$ cat src/rtl/echo_timer.sv
// Echo pulse-width timer: measures echo_in high time in us after each active-low trigger; valid/ready result.
// Optional macro ECHO_TIMER_TRIG_CHECK_EN enables minimum trigger-width checking (trig_short).
module echo_timer #(
  parameter int CLK_MHZ      = 24,
  parameter int T_US_TIMEOUT = 30_000,
  parameter int US_WIDTH     = 16,
  parameter int SYNC_STAGES  = 2,
  parameter int TRIG_MIN_US  = 10
) (
  input  logic                sys_clk,
  input  logic                sys_rst,
  input  logic                trig_n,
  input  logic                echo_in,
  input  logic                result_ready,
  output logic                result_valid,
  output logic [US_WIDTH-1:0] echo_us,
  output logic                timeout,
  output logic                overrun,
  output logic                busy,
  output logic                trig_short
);

  localparam int PW = (CLK_MHZ > 1) ? $clog2(CLK_MHZ) : 1;
  localparam int TW = $clog2(T_US_TIMEOUT + 1);
  localparam logic [PW-1:0] PRESC_MAX = PW'(CLK_MHZ - 1);
  localparam logic [TW-1:0] TMO_MAX   = TW'(T_US_TIMEOUT);

  typedef enum logic [2:0] {
    IDLE      = 3'd0,
    ARM       = 3'd1,
    WAIT_ECHO = 3'd2,
    MEASURE   = 3'd3,
    HOLD      = 3'd4
  } state_t;

  state_t                 state_q, state_d;
  logic [SYNC_STAGES-1:0] sync_q;
  logic                   echo_prev_q;
  logic                   trig_prev_q;
  logic [PW-1:0]          presc_q, presc_d;
  logic [TW-1:0]          tmo_q, tmo_d;
  logic [US_WIDTH-1:0]    us_q, us_d;
  logic [US_WIDTH-1:0]    echo_us_q, echo_us_d;
  logic                   timeout_q, timeout_d;
  logic                   overrun_q, overrun_d;

  logic echo_s, echo_rise, echo_fall, trig_rise, trig_fall, tick;

  assign echo_s    = sync_q[SYNC_STAGES-1];
  assign echo_rise = echo_s & ~echo_prev_q;
  assign echo_fall = ~echo_s & echo_prev_q;
  assign trig_fall = trig_prev_q & ~trig_n;
  assign trig_rise = ~trig_prev_q & trig_n;
  assign tick      = (presc_q == PRESC_MAX);

`ifdef ECHO_TIMER_TRIG_CHECK_EN
  localparam int MW = $clog2(TRIG_MIN_US + 1);
  localparam logic [MW-1:0] TRIG_MIN = MW'(TRIG_MIN_US);
  logic [MW-1:0] trig_us_q, trig_us_d;
  logic          trig_short_q, trig_short_d;
`endif

  always_ff @(posedge sys_clk or posedge sys_rst) begin
    if (sys_rst) begin
      state_q     <= IDLE;
      sync_q      <= '0;
      echo_prev_q <= 1'b0;
      // Idle level of the trigger, so reset release never looks like a fall.
      trig_prev_q <= 1'b1;
      presc_q     <= '0;
      tmo_q       <= '0;
      us_q        <= '0;
      echo_us_q   <= '0;
      timeout_q   <= 1'b0;
      overrun_q   <= 1'b0;
    end else begin
      state_q     <= state_d;
      sync_q      <= {sync_q[SYNC_STAGES-2:0], echo_in};
      echo_prev_q <= echo_s;
      trig_prev_q <= trig_n;
      presc_q     <= presc_d;
      tmo_q       <= tmo_d;
      us_q        <= us_d;
      echo_us_q   <= echo_us_d;
      timeout_q   <= timeout_d;
      overrun_q   <= overrun_d;
    end
  end

`ifdef ECHO_TIMER_TRIG_CHECK_EN
  always_ff @(posedge sys_clk or posedge sys_rst) begin
    if (sys_rst) begin
      trig_us_q    <= '0;
      trig_short_q <= 1'b0;
    end else begin
      trig_us_q    <= trig_us_d;
      trig_short_q <= trig_short_d;
    end
  end
`endif

  always_comb begin
    state_d   = state_q;
    presc_d   = tick ? '0 : presc_q + 1'b1;
    tmo_d     = tmo_q;
    us_d      = us_q;
    echo_us_d = echo_us_q;
    timeout_d = timeout_q;
    overrun_d = trig_fall && (state_q != IDLE);
`ifdef ECHO_TIMER_TRIG_CHECK_EN
    trig_us_d    = trig_us_q;
    trig_short_d = 1'b0;
`endif
    case (state_q)
      IDLE: begin
        if (trig_fall) begin
          state_d = ARM;
`ifdef ECHO_TIMER_TRIG_CHECK_EN
          trig_us_d = '0;
          presc_d   = '0;
`endif
        end
      end
      ARM: begin
`ifdef ECHO_TIMER_TRIG_CHECK_EN
        if (tick && (trig_us_q < TRIG_MIN)) trig_us_d = trig_us_q + 1'b1;
        if (trig_rise && (trig_us_q < TRIG_MIN)) begin
          state_d      = IDLE;
          trig_short_d = 1'b1;
        end else if (trig_rise) begin
          state_d = WAIT_ECHO;
          tmo_d   = '0;
          presc_d = '0;
        end
`else
        if (trig_rise) begin
          state_d = WAIT_ECHO;
          tmo_d   = '0;
          presc_d = '0;
        end
`endif
      end
      WAIT_ECHO: begin
        if (tick) tmo_d = tmo_q + 1'b1;
        if (tmo_q == TMO_MAX) begin
          state_d   = HOLD;
          timeout_d = 1'b1;
          echo_us_d = '1;
        end else if (echo_rise) begin
          state_d = MEASURE;
          us_d    = '0;
          presc_d = '0;
        end
      end
      MEASURE: begin
        if (tick) begin
          tmo_d = tmo_q + 1'b1;
          if (us_q != '1) us_d = us_q + 1'b1;
        end
        // A completed echo takes priority over a simultaneous timeout.
        if (echo_fall) begin
          state_d   = HOLD;
          echo_us_d = us_q;
          timeout_d = 1'b0;
        end else if (tmo_q == TMO_MAX) begin
          state_d   = HOLD;
          timeout_d = 1'b1;
          echo_us_d = '1;
        end
      end
      HOLD: begin
        if (result_ready) begin
          state_d   = IDLE;
          echo_us_d = '0;
          timeout_d = 1'b0;
        end
      end
      default: state_d = IDLE;
    endcase
  end

  assign result_valid = (state_q == HOLD);
  assign busy         = (state_q != IDLE);
  assign echo_us      = echo_us_q;
  assign timeout      = timeout_q;
  assign overrun      = overrun_q;
`ifdef ECHO_TIMER_TRIG_CHECK_EN
  assign trig_short   = trig_short_q;
`else
  assign trig_short   = 1'b0;
`endif

endmodule

$ cat config.mk
export PLATFORM = sky130hd
export DESIGN_NAME = echo_timer
export DESIGN_NICKNAME = d
export VERILOG_FILES = /design/src/rtl/echo_timer.sv
export SDC_FILE = /design/constraint.sdc
export NUM_CORES = 1
export LEC_CHECK = 0
export BUFFER_PORTS_ARGS = -buffer_cell sky130_fd_sc_hd__buf_2
export CAP_MARGIN = 5
export CELL_PAD_IN_SITES_DETAIL_PLACEMENT = 1
export CELL_PAD_IN_SITES_GLOBAL_PLACEMENT = 1
export CORE_AREA = 3 3 71 107
export CTS_BUF_LIST = sky130_fd_sc_hd__clkbuf_4
export DETAILED_ROUTE_END_ITERATION = 8
export DIE_AREA = 0 0 74 110
export PLACE_DENSITY_LB_ADDON = 0.05
export SYNTH_ARGS = -nofsm -noshare
export SYNTH_HDL_FRONTEND = slang
export SYNTH_SLANG_ARGS = --single-unit
export TNS_END_PERCENT = 5
$ cat constraint.sdc
create_clock -name sys_clk -period 2.4 [get_ports sys_clk]
set_input_delay 0.48 -clock sys_clk [delete_from_list [all_inputs] [get_ports sys_clk]]
set_output_delay 0.48 -clock sys_clk [all_outputs]
set_load 0.005 [all_outputs]
==> metrics, run 1 <==
design area=3472 µm²; cts repair resizes=0; Layout Skew=0.01566 ns; mean post-synth cell area=10.40 µm²; cell with the most instances after synthesis=dfrtp_1; initial antenna violation count=0; met1 usage=23.57%; First-pass DRT Iterations=4; fin crit share=90.37%; Max H-tree Level=3; Net count, final=342; met3 Use GR=5.808%; switching share of total power=33.22%; RSZ-0062 raised after global routing=no; distinct cell type count of the synthesized netlist=58; Max Cap Viol=0; Post-synth EDFFs=0; r2r endpoint=us_q[13]; latest clock arrival within the worst-skew pair=0.43 ns; Max Buffers Root-to-Sink=2; area delta synth->final=15.53%; normalized max-slew margin=61.60%; Least-Margin Pin Slew=0.5755 ns; # setup viols final=0; largest net degree at the start of global routing=62; final worst setup slack=0.2310 ns; Clock Sinks=61; input/output buffers=24; Synth area leader=dfrtp_1; met2 Track Usage GR=39.40%; Iteration-0 DRC Markers=105; die width=74 µm; sequential fraction of the synthesis area=50.83%; area share of the largest cell type after synthesis=49.96%; routed len/inst=19.50 µm; Seq pwr share=45.2%; CP startpoint kind=register; Antenna diodes=0; GRT busiest layer=met2; fmax=0.4610 GHz; Psw=0.0009246 W; Clock Power Share=30.0%; Pwr Density=801.6 nW/µm²; global-route usage over all layers=21.82%; CTS Hold Bufs=0; Slew Limit Fails=0; Final Hold Viols=0; total die area=8140 µm²; Area after DPL=3312 µm²; TritonCTS Buffers=9; Period minus WS final=2.169 ns; Gate Count Post-Synth=289; Post-synth ARST share=100.0%; Post-DP HPWL=5615 µm; number of setup buffers added after CTS=0; Lkg Pwr=1.609 nW; Comb pwr share=24.8%; Synth area leaders=dfrtp_1, a221o_1, xor2_1; die extent in y=110 µm; reg2reg start=presc_q[0]; status=finished, final reports clean; CP Max Fanout=11; first-pass GRT wire length=13190 µm; TritonCTS clock tree=yes; Cell Rows=37; R2R setup slack=0.23 ns; reg2reg path depth=6; Yosys reg bits=61; setup TNS=0 ns; via-per-instance ratio=6.087; via count=2532; Synth Warn #=0; crit path from=presc_q[0]; WHS=0.1041 ns; gr ovfl total=0; critical path arrival=2.47 ns; Synth top cells by count=dfrtp_1, nand2_1, nor2_1, a21oi_1; endpoint type of the worst setup path=register; Initial Utilization=44.16%; total internal power=0.001859 W; ANT nets after route=0; worst min path class=in -> async; core area=6805 µm²; Req. time, crit path=2.70 ns; ys flop type=dfrtp_1; CTS root buffer=clkbuf_4; Placer Congestion=0.7839; share of layout cells above drive strength 1=23.37%; vias in the first global route=2612; # DRC=0; Worst Setup EP=us_q[13]; syn nets=298; IO Pins=26; Worst-path clk slew=0.11 ns; Routed WL=8111 µm; Setup Crit Path Kind=reg -> reg; area of the mapped netlist=3005 µm²; DP Worst Slack=0.1018 ns; Worst VDD drop=0.4316 mV
-- worst max-delay path: stages, from the launching register on --
cell and delay, ns:
dfrtp_1 0.40, ha_1 0.24, nand4b_1 0.20, nor2_1 0.23, o21a_1 0.46, inv_1 0.15
o311ai_0 0.37
-- sequential cells by signal (all words and copies together), names as in the netlist --
name and count:
sync_q 2, echo_prev_q 1, presc_q 5, timeout 1, state_q 3, trig_prev_q 1
us_q 16, tmo_q 15, overrun 1, echo_us 16
-- cell families (layout without fill, tap and decap cells) --
logic type	after synthesis	after routing	share of synthesized area, %
simple gates	113	113	21.65
compound gates	80	80	18.94
flops	61	61	50.83
buf+inv	19	68	3.580
xor+xnor	11	11	3.206
fa+ha+maj	4	4	1.665
other cells	1	1	0.1248
-- layer usage --
layer	up-vias	part of all wire, %
met1	1311	41
met3	15	2.3
li1	1175	-
met5	-	0
met2	31	55
met4	0	2.4
-- layout by cell type (no fill, tap or decap), types with 4 or more instances in the layout --
| cell type | Yosys | routed |
|---|---|---|
| buf_4 | 2 | 20 |
| nor2_1 | 19 | 18 |
| a221o_1 | 15 | 15 |
| nor3_1 | 4 | 4 |
| nand4_1 | 9 | 9 |
| inv_1 | 7 | 6 |
| nand3_1 | 15 | 15 |
| nand2_1 | 22 | 22 |
| a31oi_1 | 12 | 12 |
| xor2_1 | 10 | 10 |
| o31ai_1 | 4 | 4 |
| a21oi_1 | 17 | 17 |
| buf_2 | 1 | 24 |
| and3_1 | 6 | 6 |
| dfrtp_1 | 60 | 60 |
| o21ai_0 | 15 | 15 |
| ha_1 | 4 | 4 |
| clkbuf_4 | 0 | 11 |
-- layout make-up --
class | instances | area (µm²)
fill | 774 | 3333
sequential | 61 | 1528
timing repair buffer | 45 | 290.3
inverter | 7 | 26.28
clock buffer | 11 | 82.58
tap | 78 | 97.59
clock inverter | 5 | 75.07
multi-input combinational | 209 | 1373
-- power by group through the flow --
stage               registers [W]  logic (W)  clock network [W]
floorplan                 0.00124   0.000478                  0
finish                    0.00126   0.000689           0.000836
CTS                       0.00126   0.000697           0.000870
global placement          0.00127   0.000674                  0
detailed placement        0.00127   0.000696                  0
global route              0.00128   0.000768           0.000916
-- worst min path at each step --
stage / start / endpoint / cells after the start
after detailed placement: sync_q[0] / sync_q[1] / 0
after floorplan: sync_q[0] / sync_q[1] / 0
after global routing: sys_rst / state_q[0] / 3
final: sys_rst / overrun / 3
after CTS: sys_rst / overrun / 3
after global placement: sync_q[0] / sync_q[1] / 0
-- stage by stage --
| stage | utilization [%] | power, W | cells |
|---|---|---|---|
| detailed placement | 48.67 | 0.001970 | 400 |
| floorplan | - | 0.001718 | 289 |
| global route | 51.02 | 0.002967 | 416 |
| global placement | 48.67 | 0.001944 | 400 |
| finish | 51.02 | 0.002783 | 416 |
| CTS | 50.98 | 0.002825 | 416 |
Note: power is estimated with default switching activity, not from simulation.
==> run 2, diff against run 1 <==
Settings changed: CTS_BUF_LIST sky130_fd_sc_hd__clkbuf_4 to default, GPL_TIMING_DRIVEN from default to 0.
Clock period 2.4 ns to 2.1 ns, I/O delays scaled along.
==> run 2 against run 1 <==
Combinational power up 18%. Clock-buffer cell count is 2 higher. Critical path type unchanged. Critical path depth did not move. Largest power group unchanged. Register-to-register slack got worse by 0.17 ns. Die area unchanged. Sequential share of layout area is 1.3 points lower. Power is 18% higher. First-iteration DRC count rose by 8.6%. Non-clock buffer count decreased by 1.
==> metrics, run 2 (synthesis results as in run 1) <==
Multi-input gate area=1453 µm² (+5.8%); die width=74 µm (unchanged); IO Pins=26 (unchanged); switching share of total power=33.52% (+0.30 points); Final Hold Viols=0 (unchanged); CP Max Fanout=5 (-6); first-pass GRT wire length=13490 µm (+2.3%); TritonCTS Buffers=9 (unchanged); Initial Utilization=44.16% (unchanged); Psw=0.001097 W (+19%); Least-Margin Pin Slew=0.6347 ns (+0.05920 ns); total die area=8140 µm² (unchanged); area delta synth->final=19.11%; Post-DP HPWL=5545 µm (-1.2%); Clock Power Share=31.3% (+1.3 points); cell total after placement=392 (-2.0%); endpoint type of the worst setup path=register; Cell Count, Final, Fillers Out=415 (-0.24%); largest net degree at the start of global routing=35 (-44%); ANT nets after route=0 (unchanged); Max Cap Viol=0 (unchanged); First-pass DRT Iterations=4 (unchanged); fmax=0.4899 GHz (+6.3%); CP startpoint kind=register; vias in the first global route=2700 (+3.4%); FF+latch area=1530 µm² (+0.16%); Worst-path clk slew=0.07 ns (-0.04 ns); input/output buffers=24 (unchanged); routed len/inst=19.27 µm (-1.2%); die extent in y=110 µm (unchanged); worst min path class=in -> async; status=finished, final reports clean; Pwr Density=913.9 nW/µm² (+14%); TritonCTS clock tree=yes; initial antenna violation count=0 (unchanged); Setup Crit Path Kind=reg -> reg; fin crit share=97.20% (+6.8 points); via count=2468 (-2.5%); Routed WL=7995 µm (-1.4%); CTS Hold Bufs=0 (unchanged); Net count, final=341 (-0.29%); global-route usage over all layers=21.93% (+0.11 points); Slew Limit Fails=0 (unchanged); Period minus WS final=2.041 ns (-0.1278 ns); CTS root buffer=clkbuf_8; fillcell total=748 (-3.4%); most frequent cells in the layout=dfrtp_1, buf_2, nand2_1, nor2_1, a21oi_1; most common cell after layout, fill and taps aside=dfrtp_1; Comb pwr share=24.8% (about the same); Iteration-0 DRC Markers=114 (+8.6%); share of layout cells above drive strength 1=24.93% (+1.6 points); core area=6805 µm² (unchanged); normalized max-slew margin=57.63% (-4.0 points); via-per-instance ratio=5.947 (-2.3%); gr ovfl total=0 (unchanged); Final Power=0.003272 W (+18%); Max Buffers Root-to-Sink=2 (unchanged); total internal power=0.002175 W (+17%); # DRC=0 (unchanged); Seq pwr share=43.9% (-1.3 points); # setup viols final=0 (unchanged); Antenna diodes=0 (unchanged); Lkg Pwr=1.609 nW (about the same); Req. time, crit path=2.36 ns (-0.34 ns); critical path arrival=2.30 ns (-0.17 ns); Placer Congestion=0.7830 (-0.11%); Max H-tree Level=3 (unchanged); Clock Sinks=61 (unchanged); latest clock arrival within the worst-skew pair=0.34 ns (-0.09 ns); RSZ-0062 raised after global routing=yes; Worst VDD drop=0.4538 mV (+5.1%); Layout Skew=0.01015 ns (-0.005514 ns); Cell Rows=37 (unchanged)
==> run 2: cell count changes in the layout (fill, tap and decap cells not counted), moves of 3 or more <==
cell / delta
buf_4: -12
buf_6: +4
clkbuf_1: +3
clkbuf_2: +3
clkbuf_4: -11
clkbuf_8: +13
==> run 2: critical path, cell delays in order (launching register included) <==
cell and delay [ns]:
dfrtp_1 0.38, ha_2 0.23, nand4b_1 0.33, o22ai_4 0.30, nand4_1 0.21, or3_1 0.36
a21oi_1 0.15
==> run 2: metrics by stage <==
| step | setup TNS (ns) | util [%] | hold WS [ns] | area (µm²) | worst slack [ns] |
|---|---|---|---|---|---|
| floorplan | 0 | - | 0.3312 | 3005 | 0.1686 |
| global placement | -45.21 | 47.36 | 0.3340 | 3223 | -0.7038 |
| detailed placement | -3.537 | 47.66 | 0.3496 | 3243 | -0.2831 |
| CTS | 0 | 51.81 | 0.1651 | 3526 | 0.01008 |
| global route | -0.3447 | 52.60 | 0.1622 | 3580 | -0.08128 |
| finish | 0 | 52.60 | 0.1615 | 3580 | 0.05878 |
==> run 2: timing repair <==
action	4_1_cts	5_1_grt
resized for setup	10	10
gates cloned	0	0
endpoints found under the setup margin	23	26
buffers inserted	5	2
pin swaps	5	3
==> run 2: final cells by class <==
class / instances / share of cell area [%]
Multi-Input combinational cell: 209 / 40.58
Clock inverter: 3 / 0.4893
Clock buffer: 13 / 4.998
Buffer: 12 / 2.342
Timing Repair Buffer: 32 / 5.383
Tap cell: 78 / 2.726
Inverter: 7 / 0.7340
Sequential cell: 61 / 42.75
==> run 2: power groups by stage <==
stage               clock (W)  combinational, W  sequential (W)
floorplan                   0          0.000547         0.00142
global route          0.00110          0.000917         0.00146
global placement            0          0.000727         0.00145
CTS                   0.00105          0.000804         0.00143
detailed placement          0          0.000743         0.00146
finish                0.00102          0.000811         0.00144
==> run 2: per-layer routing <==
metal	vias to the layer above	wire length (µm)	GRT usage [%]	share of wire, %
met2	19	4575	39.91	57
met1	1263	3144	24.32	39
met5	-	0	0	0
li1	1177	-	-	-
met3	9	156	5.263	2.0
met4	0	119	7.772	1.5
==> run 2: final timing paths <==
| path | startpoint | to | slack, ns | cells after the start |
|---|---|---|---|---|
| worst max-delay path | presc_q[0] | tmo_q[14] | 0.06 | 6 |
| worst min-delay path | sys_rst | state_q[2] | 0.16 | 2 |
| worst max register to register | presc_q[0] | tmo_q[14] | 0.06 | 6 |
| min in group sys_clk | echo_in | sync_q[0] | 0.19 | 1 |
| worst min register to register | sync_q[0] | sync_q[1] | 0.37 | 0 |
| max in group asynchronous | sys_rst | trig_prev_q | 1.28 | 3 |
